## src/rtl/seq_pkg.sv

```systemverilog
// Shared types and encodings for the instruction sequencer: FSM state enum,
// opcode map, memory micro-instruction codes and the decoder's output bundle.
package seq_pkg;

  typedef enum logic [2:0] {
    FETCH   = 3'd0,
    WAIT    = 3'd1,
    EXEC    = 3'd2,
    MEMWAIT = 3'd3,
    HALTED  = 3'd4
  } state_t;

  localparam logic [3:0] OP_NOP       = 4'h0;
  localparam logic [3:0] OP_SJMP      = 4'h1;
  localparam logic [3:0] OP_JMP       = 4'h2;
  localparam logic [3:0] OP_LOAD      = 4'h3;
  localparam logic [3:0] OP_STORE     = 4'h4;
  localparam logic [3:0] OP_ALU_FIRST = 4'h5;
  localparam logic [3:0] OP_ALU_LAST  = 4'hE;
  localparam logic [3:0] OP_HLT       = 4'hF;

  // Codes shared with program_counter and the data memory.
  typedef logic [2:0] mem_ui_t;
  localparam mem_ui_t MEM_NONE  = 3'd0;
  localparam mem_ui_t MEM_SJMP  = 3'd1;
  localparam mem_ui_t MEM_JMP   = 3'd2;
  localparam mem_ui_t MEM_LOAD  = 3'd3;
  localparam mem_ui_t MEM_STORE = 3'd4;

  function automatic logic is_alu_op(input logic [3:0] op);
    return (op >= OP_ALU_FIRST) && (op <= OP_ALU_LAST);
  endfunction

endpackage

```

## src/rtl/instr_decoder.sv

```systemverilog
// Combinational opcode decoder: maps the fetched opcode to the control that
// the sequencer registers for its one-cycle EXEC slot.
module instr_decoder
  import seq_pkg::*;
(
  input  logic [3:0] opcode,
  output mem_ui_t    mem_ui,
  output logic       alu_en,
  output logic       ce_req,
  output logic       halt_req,
  output state_t     next_state
);

  // Opcode decode; anything not a jump, memory access or halt advances the PC.
  always_comb begin
    mem_ui     = MEM_NONE;
    alu_en     = 1'b0;
    ce_req     = 1'b0;
    halt_req   = 1'b0;
    next_state = FETCH;
    case (opcode)
      OP_NOP:   ce_req = 1'b1;
      OP_SJMP:  mem_ui = MEM_SJMP;
      OP_JMP:   mem_ui = MEM_JMP;
      OP_LOAD: begin
        mem_ui     = MEM_LOAD;
        next_state = MEMWAIT;
      end
      OP_STORE: begin
        mem_ui     = MEM_STORE;
        next_state = MEMWAIT;
      end
      OP_HLT: begin
        halt_req   = 1'b1;
        next_state = HALTED;
      end
      default: begin
        if (is_alu_op(opcode)) begin
          alu_en = 1'b1;
          ce_req = 1'b1;
        end
      end
    endcase
  end

endmodule

```

## src/rtl/instruction_sequencer.sv

```systemverilog
// Fetch/decode/execute sequencer feeding program_counter.
// FETCH registers the ROM address, WAIT captures the ROM word into IR and
// registers the decoded EXEC control, EXEC drives it for exactly one cycle.
// Optional single-step gating of FETCH is built when SEQ_SINGLE_STEP_EN is defined.
module instruction_sequencer
  import seq_pkg::*;
#(
  parameter int WORD_W   = 4,
  parameter int PC_W     = 8,
  parameter int INSTR_W  = 8,
  parameter int MEM_UI_W = 3
) (
  input  logic                clk,
  input  logic                reset,
  input  logic [PC_W-1:0]     pc,
  output logic [PC_W-1:0]     rom_addr,
  input  logic [INSTR_W-1:0]  rom_data,
  input  logic                mem_ready,
`ifdef SEQ_SINGLE_STEP_EN
  input  logic                step_mode,
  input  logic                step,
`endif
  output logic                ce,
  output logic                halt,
  output logic [WORD_W-1:0]   instruction_value,
  output logic [MEM_UI_W-1:0] mem_instruction,
  output logic [3:0]          alu_op,
  output logic                alu_en,
  output logic [2:0]          state_dbg
);

  state_t             state_reg;
  state_t             exec_next_reg;
  logic [INSTR_W-1:0] ir_reg;
  logic [PC_W-1:0]    rom_addr_reg;
  logic               ce_reg;
  logic               halt_reg;
  logic               alu_en_reg;
  mem_ui_t            mem_ui_reg;

  mem_ui_t dec_mem_ui;
  logic    dec_alu_en;
  logic    dec_ce_req;
  logic    dec_halt_req;
  state_t  dec_next_state;
  logic    fetch_go;
  logic    mem_done;

  // Decode the ROM word while it is being captured so EXEC outputs come from flops.
  instr_decoder u_decoder (
    .opcode     (rom_data[INSTR_W-1 -: 4]),
    .mem_ui     (dec_mem_ui),
    .alu_en     (dec_alu_en),
    .ce_req     (dec_ce_req),
    .halt_req   (dec_halt_req),
    .next_state (dec_next_state)
  );

`ifdef SEQ_SINGLE_STEP_EN
  assign fetch_go = !step_mode || step;
`else
  assign fetch_go = 1'b1;
`endif

  // Memory handshake completes in the MEMWAIT cycle that sees mem_ready, so the
  // PC increments on that edge and the following FETCH already sees the new pc.
  assign mem_done = (state_reg == MEMWAIT) && mem_ready;

  // Sequencer FSM and registered control; strobes default low every cycle.
  always_ff @(posedge clk or posedge reset) begin
    if (reset) begin
      state_reg     <= FETCH;
      exec_next_reg <= FETCH;
      ir_reg        <= '0;
      rom_addr_reg  <= '0;
      ce_reg        <= 1'b0;
      halt_reg      <= 1'b0;
      alu_en_reg    <= 1'b0;
      mem_ui_reg    <= MEM_NONE;
    end else begin
      ce_reg     <= 1'b0;
      alu_en_reg <= 1'b0;
      case (state_reg)
        FETCH: begin
          rom_addr_reg <= pc;
          if (fetch_go) state_reg <= WAIT;
        end
        WAIT: begin
          ir_reg        <= rom_data;
          ce_reg        <= dec_ce_req;
          alu_en_reg    <= dec_alu_en;
          halt_reg      <= dec_halt_req;
          mem_ui_reg    <= dec_mem_ui;
          exec_next_reg <= dec_next_state;
          state_reg     <= EXEC;
        end
        EXEC: begin
          // LOAD/STORE keep their micro-instruction through MEMWAIT.
          if (exec_next_reg != MEMWAIT) mem_ui_reg <= MEM_NONE;
          state_reg <= exec_next_reg;
        end
        MEMWAIT: begin
          if (mem_ready) begin
            mem_ui_reg <= MEM_NONE;
            state_reg  <= FETCH;
          end
        end
        HALTED: begin
          halt_reg <= 1'b1;
        end
        default: state_reg <= FETCH;
      endcase
    end
  end

  assign rom_addr          = rom_addr_reg;
  assign ce                = ce_reg || mem_done;
  assign halt              = halt_reg;
  assign alu_en            = alu_en_reg;
  assign alu_op            = alu_en_reg ? ir_reg[INSTR_W-1 -: 4] : 4'd0;
  assign instruction_value = ir_reg[WORD_W-1:0];
  assign mem_instruction   = MEM_UI_W'(mem_done ? MEM_NONE : mem_ui_reg);
  assign state_dbg         = state_reg;

endmodule

```

## config.mk

```make
export PLATFORM = sky130hd
export DESIGN_NAME = instruction_sequencer
export DESIGN_NICKNAME = d
export VERILOG_FILES = /design/src/rtl/seq_pkg.sv /design/src/rtl/instr_decoder.sv /design/src/rtl/instruction_sequencer.sv
export SDC_FILE = /design/constraint.sdc
export NUM_CORES = 1
export LEC_CHECK = 0
export CORE_MARGIN = 2
export CORE_UTILIZATION = 40
export DETAILED_ROUTE_END_ITERATION = 10
export PLACE_DENSITY = 0.78
export REMOVE_ABC_BUFFERS = 1
export SLEW_MARGIN = 10
export SYNTH_ARGS = -nofsm -noshare
export SYNTH_HDL_FRONTEND = slang
export SYNTH_HIERARCHICAL = 1
export SYNTH_SLANG_ARGS = --single-unit
```

## constraint.sdc

```tcl
create_clock -name clk -period 2.4 [get_ports clk]
set_clock_uncertainty 0.1 [all_clocks]
set_input_delay 0.72 -clock clk [delete_from_list [all_inputs] [get_ports clk]]
set_output_delay 0.72 -clock clk [all_outputs]
set_load 0.01 [all_outputs]
```

==> impl_metrics.toml, run 1 <==
[sta]
tns_ns = 0
drv_slew = 0
setup_viol = 0
hold_viol_final = 0
tightest_slew_ns = 0.455
grt_setup_unrepaired = "no"
fmax_mhz = 427
period_share = 0.976
fin_ws_ns = 0.0564
layout_min_cycle_time_ns = 2.34
relSlewSlack = 0.696

[power]
p_switching_uw = 699
p_per_area_nw_per_um2 = 1210
combPwrFrac = 0.506
power_frac_clock = 0.135
ir_drop_mv = 0.599
finalPower_uw = 2220
p_int_uw = 1530
p_seq_frac = 0.359
p_leak_uw = 0.000788
swShare = 0.314

[synth]
ys_seq_area_frac = 0.513
yosysUniqueCellTypes = 28
avgSynthCellArea_um2 = 12.9
yosysWarnings = 6
synthCells = 106
synth_area_um2 = 1370
synth-seq-cells = 28

[clock_tree]
clk_pin_slew_ns = 0.14
post_cts_resized = 6
cts_setup_buffers = 0
clock_latency_ns = 0.32
cts-root-buf = "clkbuf_4"
cts_tree = "yes"
clkSinkCount = 28
postCtsHoldBufs = 0
cts-htree-levels = 1
cts_made_buffers = 3
cts_buffer_depth = 2

[worst_setup_path]
cp_slowest_stage_delay_ns = 0.28
worst_path_most_repeated_cell = "dlygate4sd2_1"
start_kind = "input port"
critPathKind = "in -> out"
rr_worst_depth = 3
crit_family = "buffers and inverters"
critPathRequiredTime_ns = 1.58
worstPathArrival_ns = 1.52
cp.buffers_inverters = 2
crit_slowest_cell = "dlygate4sd2_1"
cp-end-kind = "output port"
cp_max_fo = 4
worstPathCellList = "dlygate4sd2_1 -> nand3_2 -> and2_1 -> dlygate4sd2_1"
cp.depth = 4

[grt]
overflow = 0
grt_pass1_vias = 941
antenna_found_initial = 0
grt_usage = 0.138
grt_pass1_wl_um = 4310
grt_max_degree = 29

[routing]
remaining_drc_errors = 0
vias_per_cell = 4.81
drt-total-wl_um = 2550
drt_iter0_drc = 26
ant_nets = 0
wl_per_cell_um = 13.3
route.vias.total = 923
dr.pass1.iters = 4

[place]
dpl_worst_slack_ns = -0.436
hpwl_um = 1910
gp_congestion = 0.755
dp_cells = 188
dpl_cell_area_um2 = 1790
io_buffers = 43

[die]
die_area_um2 = 3900
core_um2 = 3310
dieHeight_um = 62.4
num_rows = 21
initial_utilization = 0.412
io_pins = 44
floorplan.die.width_um = 62.4

[outcome]
run_status = "finished, final reports clean"

[min_path]
hold_depth = 1
min_path_type = "reg -> reg"

[finish]
layout_common_cells = "38 x clkdlybuf4s50_1, 28 x dfrtp_1, 14 x mux2_2, 9 x and2_1, 6 x a21oi_1"
antenna_cells = 0
layout.cells.non_filler = 192
nNetsFinal = 166
drive_gt1_frac = 0.226
final_common_cell = "clkdlybuf4s50_1"
syn_to_final_growth_pct = 34.6
final_area_um2 = 1840

[flow_run]
max_cap_violations = 0
## kinds of logic after synthesis
logic type	Yosys count	synth area share
DFF	28	0.513
muxes	19	0.170
AOI/OAI and AO/OA	13	0.0651
buffers and inverters	13	0.0770
and+or+nand+nor	33	0.174
## layer usage
metal	vias to the layer above	track usage	routed length (um)
li1	444	-	-
met1	445	0.162	1030
met2	32	0.250	1340
met3	2	0.0270	162
met4	0	0.0500	11
met5	-	0	0
## final timing paths
check	start	end	slack, ns
max in group asynchronous	reset	ce_reg$_DFF_PP0_	1.31
max	mem_ready	mem_instruction[0]	0.06
max reg2reg	state_dbg[2]$_DFFE_PP0P_	exec_next_reg[1]$_DFFE_PP0N_	0.78
min in group asynchronous	reset	rom_addr[1]$_DFFE_PP0N_	0.63
min reg2reg	ir_reg[6]$_DFFE_PP0N_	ir_reg[6]$_DFFE_PP0N_	0.42
min	ir_reg[6]$_DFFE_PP0N_	ir_reg[6]$_DFFE_PP0N_	0.42
## cell usage after synthesis (all sizes together)
master,instances,area (um2)
and2,9,56.3
inv,2,7.51
a21oi,6,30.0
nor3,1,16.3
nor4,1,6.26
or2b,1,7.51
or3b,1,8.76
nor3b,3,22.5
buf,11,97.6
nor2,3,11.3
dfrtp,28,701
nand2,4,15.0
nand2b,2,12.5
nor2b,2,27.5
o22a,1,8.76
a211oi,1,7.51
a32o,3,30.0
nor4b,1,15.0
nand3b,3,22.5
nand3,1,5.00
o211ai,1,7.51
and4,1,11.3
mux2,19,233
o21ai,1,5.00
## worst register-to-register path, cell delays in order, from the launching register on
cell,delay (ns)
dfrtp_1,0.44
nor2b_4,0.15
nor2b_4,0.44
mux2_2,0.40
## metrics by stage
step / hold WS (ns) / util
floorplan: 0.373 / -
global placement: 0.388 / 0.539
detailed placement: 0.390 / 0.539
CTS: 0.425 / 0.555
global route: 0.446 / 0.555
finish: 0.420 / 0.555
## cell type report
class	count	area (um2)
well taps	46	57.6
inverters	2	7.51
repair buffers	47	454
flip-flops and latches	28	701
clock buffers	3	22.5
clock inverters	1	30.0
multi-input cells	65	564
fillers	302	1470
## power groups by stage
stage | registers (uW) | logic, uW | clock network, uW
after CTS | 804 | 1140 | 314
after floorplan | 903 | 525 | 0
after global routing | 831 | 1230 | 331
after detailed placement | 812 | 1150 | 0
after global placement | 795 | 1120 | 0
final | 799 | 1130 | 300
(Power assumes the default switching activity.)
==> run 2, diff against run 1 <==
--- a/config.mk
+++ b/config.mk
@@ -10,7 +10,7 @@
 export DETAILED_ROUTE_END_ITERATION = 10
 export PLACE_DENSITY = 0.78
 export REMOVE_ABC_BUFFERS = 1
-export SLEW_MARGIN = 10
+export SLEW_MARGIN = 40
 export SYNTH_ARGS = -nofsm -noshare
 export SYNTH_HDL_FRONTEND = slang
 export SYNTH_HIERARCHICAL = 1
==> constraint.sdc (replaced) <==
create_clock -name clk -period 2.4 [get_ports clk]
set_clock_uncertainty 0.1 [all_clocks]
set_input_delay 0.48 -clock clk [delete_from_list [all_inputs] [get_ports clk]]
set_output_delay 0.48 -clock clk [all_outputs]
set_load 0.01 [all_outputs]
==> impl_metrics.toml, run 2 (synthesis results as in run 1) <==
[routing]
drt_iter0_drc = 4
ant_nets = 0
drt-total-wl_um = 2560
route.vias.total = 947
dr.pass1.iters = 4
vias_per_cell = 4.93
wl_per_cell_um = 13.3
remaining_drc_errors = 0

[power]
swShare = 0.313
power_frac_clock = 0.136
combPwrFrac = 0.509
ir_drop_mv = 0.613
p_per_area_nw_per_um2 = 1210
p_seq_frac = 0.355
p_int_uw = 1540
p_leak_uw = 0.000775
p_switching_uw = 704

[grt]
antenna_found_initial = 0
grt_pass1_vias = 981
grt_usage = 0.138
grt_pass1_wl_um = 4370
grt_max_degree = 17
overflow = 0

[sta]
relSlewSlack = 0.618
drv_slew = 0
grt_setup_unrepaired = "no"
fmax_mhz = 433
fin_ws_ns = 0.0907
tns_ns = 0
tightest_slew_ns = 0.572
whs_ns = 0.389
layout_min_cycle_time_ns = 2.31
hold_viol_final = 0
setup_viol = 0
period_share = 0.962

[finish]
num-fill-cells = 278
final_area_um2 = 1860
drive_gt1_frac = 0.226
layout_common_cells = "43 x clkdlybuf4s50_1, 28 x dfrtp_1, 14 x mux2_2, 9 x and2_1, 6 x a21oi_1"
nNetsFinal = 166
antenna_cells = 0
syn_to_final_growth_pct = 35.9
final_common_cell = "clkdlybuf4s50_1"

[clock_tree]
clkSinkCount = 28
cts_setup_buffers = 0
postCtsHoldBufs = 0
cts-root-buf = "clkbuf_4"
cts_tree = "yes"
cts_made_buffers = 3
cts-htree-levels = 1
clock_latency_ns = 0.33
clk_pin_slew_ns = 0.15
cts_buffer_depth = 2
post_cts_resized = 0

[worst_setup_path]
critPathRequiredTime_ns = 1.82
crit_path_end = "mem_instruction[2]"
startpoint = "mem_ready"
r2r-end = "exec_next_reg[1]$_DFFE_PP0N_"
rr_worst_depth = 3
cp_max_fo = 4
cp-end-kind = "output port"
r2r-start = "state_dbg[2]$_DFFE_PP0P_"
critPathKind = "in -> out"
worstPathArrival_ns = 1.73
rrSetupSlack_ns = 0.80
start_kind = "input port"

[die]
die_area_um2 = 3900
floorplan.die.width_um = 62.4
io_pins = 44
dieHeight_um = 62.4
num_rows = 21
core_um2 = 3310
initial_utilization = 0.412

[outcome]
run_status = "finished, final reports clean"

[flow_run]
max_cap_violations = 0

[place]
gp_congestion = 0.743
dpl_cell_area_um2 = 1800
dpl_worst_slack_ns = 0.0541
io_buffers = 43
hpwl_um = 1930

[min_path]
min_path_type = "in -> async"
## run 2: cell type report
cell class / count / area (um2) / share of cell area
clock buffers: 3 / 22.5 / 0.0121
clock inverters: 1 / 30.0 / 0.0162
inverters: 2 / 7.51 / 0.00405
multi-input cells: 65 / 564 / 0.304
flip-flops and latches: 28 / 701 / 0.378
well taps: 46 / 57.6 / 0.0310
repair buffers: 47 / 473 / 0.255
## run 2: metrics by stage
stage	instances	total power, uW	util
after floorplan	95	1430	-
after global placement	188	1920	0.543
after detailed placement	188	1960	0.543
after CTS	192	2280	0.559
after global routing	192	2390	0.560
final	192	2250	0.560
## run 2: critical path: stages
cell,delay (ns)
clkdlybuf4s50_1,0.51
nand3_2,0.11
and2_1,0.16
clkdlybuf4s50_1,0.47
## run 2: how the worst min path moves through the flow
stage | startpoint | end | slack (ns)
4_1_cts | reset | ir_reg[3]$_DFFE_PP0N_ | 0.40
5_1_grt | reset | ir_reg[3]$_DFFE_PP0N_ | 0.43
6_report | reset | ir_reg[2]$_DFFE_PP0N_ | 0.39
2_1_floorplan | ir_reg[4]$_DFFE_PP0N_ | ir_reg[4]$_DFFE_PP0N_ | 0.37
3_3_place_gp | ir_reg[5]$_DFFE_PP0N_ | ir_reg[5]$_DFFE_PP0N_ | 0.39
3_5_place_dp | ir_reg[6]$_DFFE_PP0N_ | ir_reg[6]$_DFFE_PP0N_ | 0.39
## run 2: routing by layer
metal	part of all wire	GRT usage	vias to the layer above
li1	-	-	444
met1	0.44	0.163	467
met2	0.50	0.250	34
met3	0.053	0.0252	2
met4	0.0066	0.0500	0
met5	0	0	-
## run 2: power by group through the flow
| stage | Sequential [uW] | Combinational [uW] | Clock [uW] |
|---|---|---|---|
| global route | 826 | 1240 | 333 |
| detailed placement | 809 | 1150 | 0 |
| CTS | 799 | 1160 | 321 |
| global placement | 795 | 1130 | 0 |
| finish | 797 | 1140 | 306 |
| floorplan | 903 | 525 | 0 |
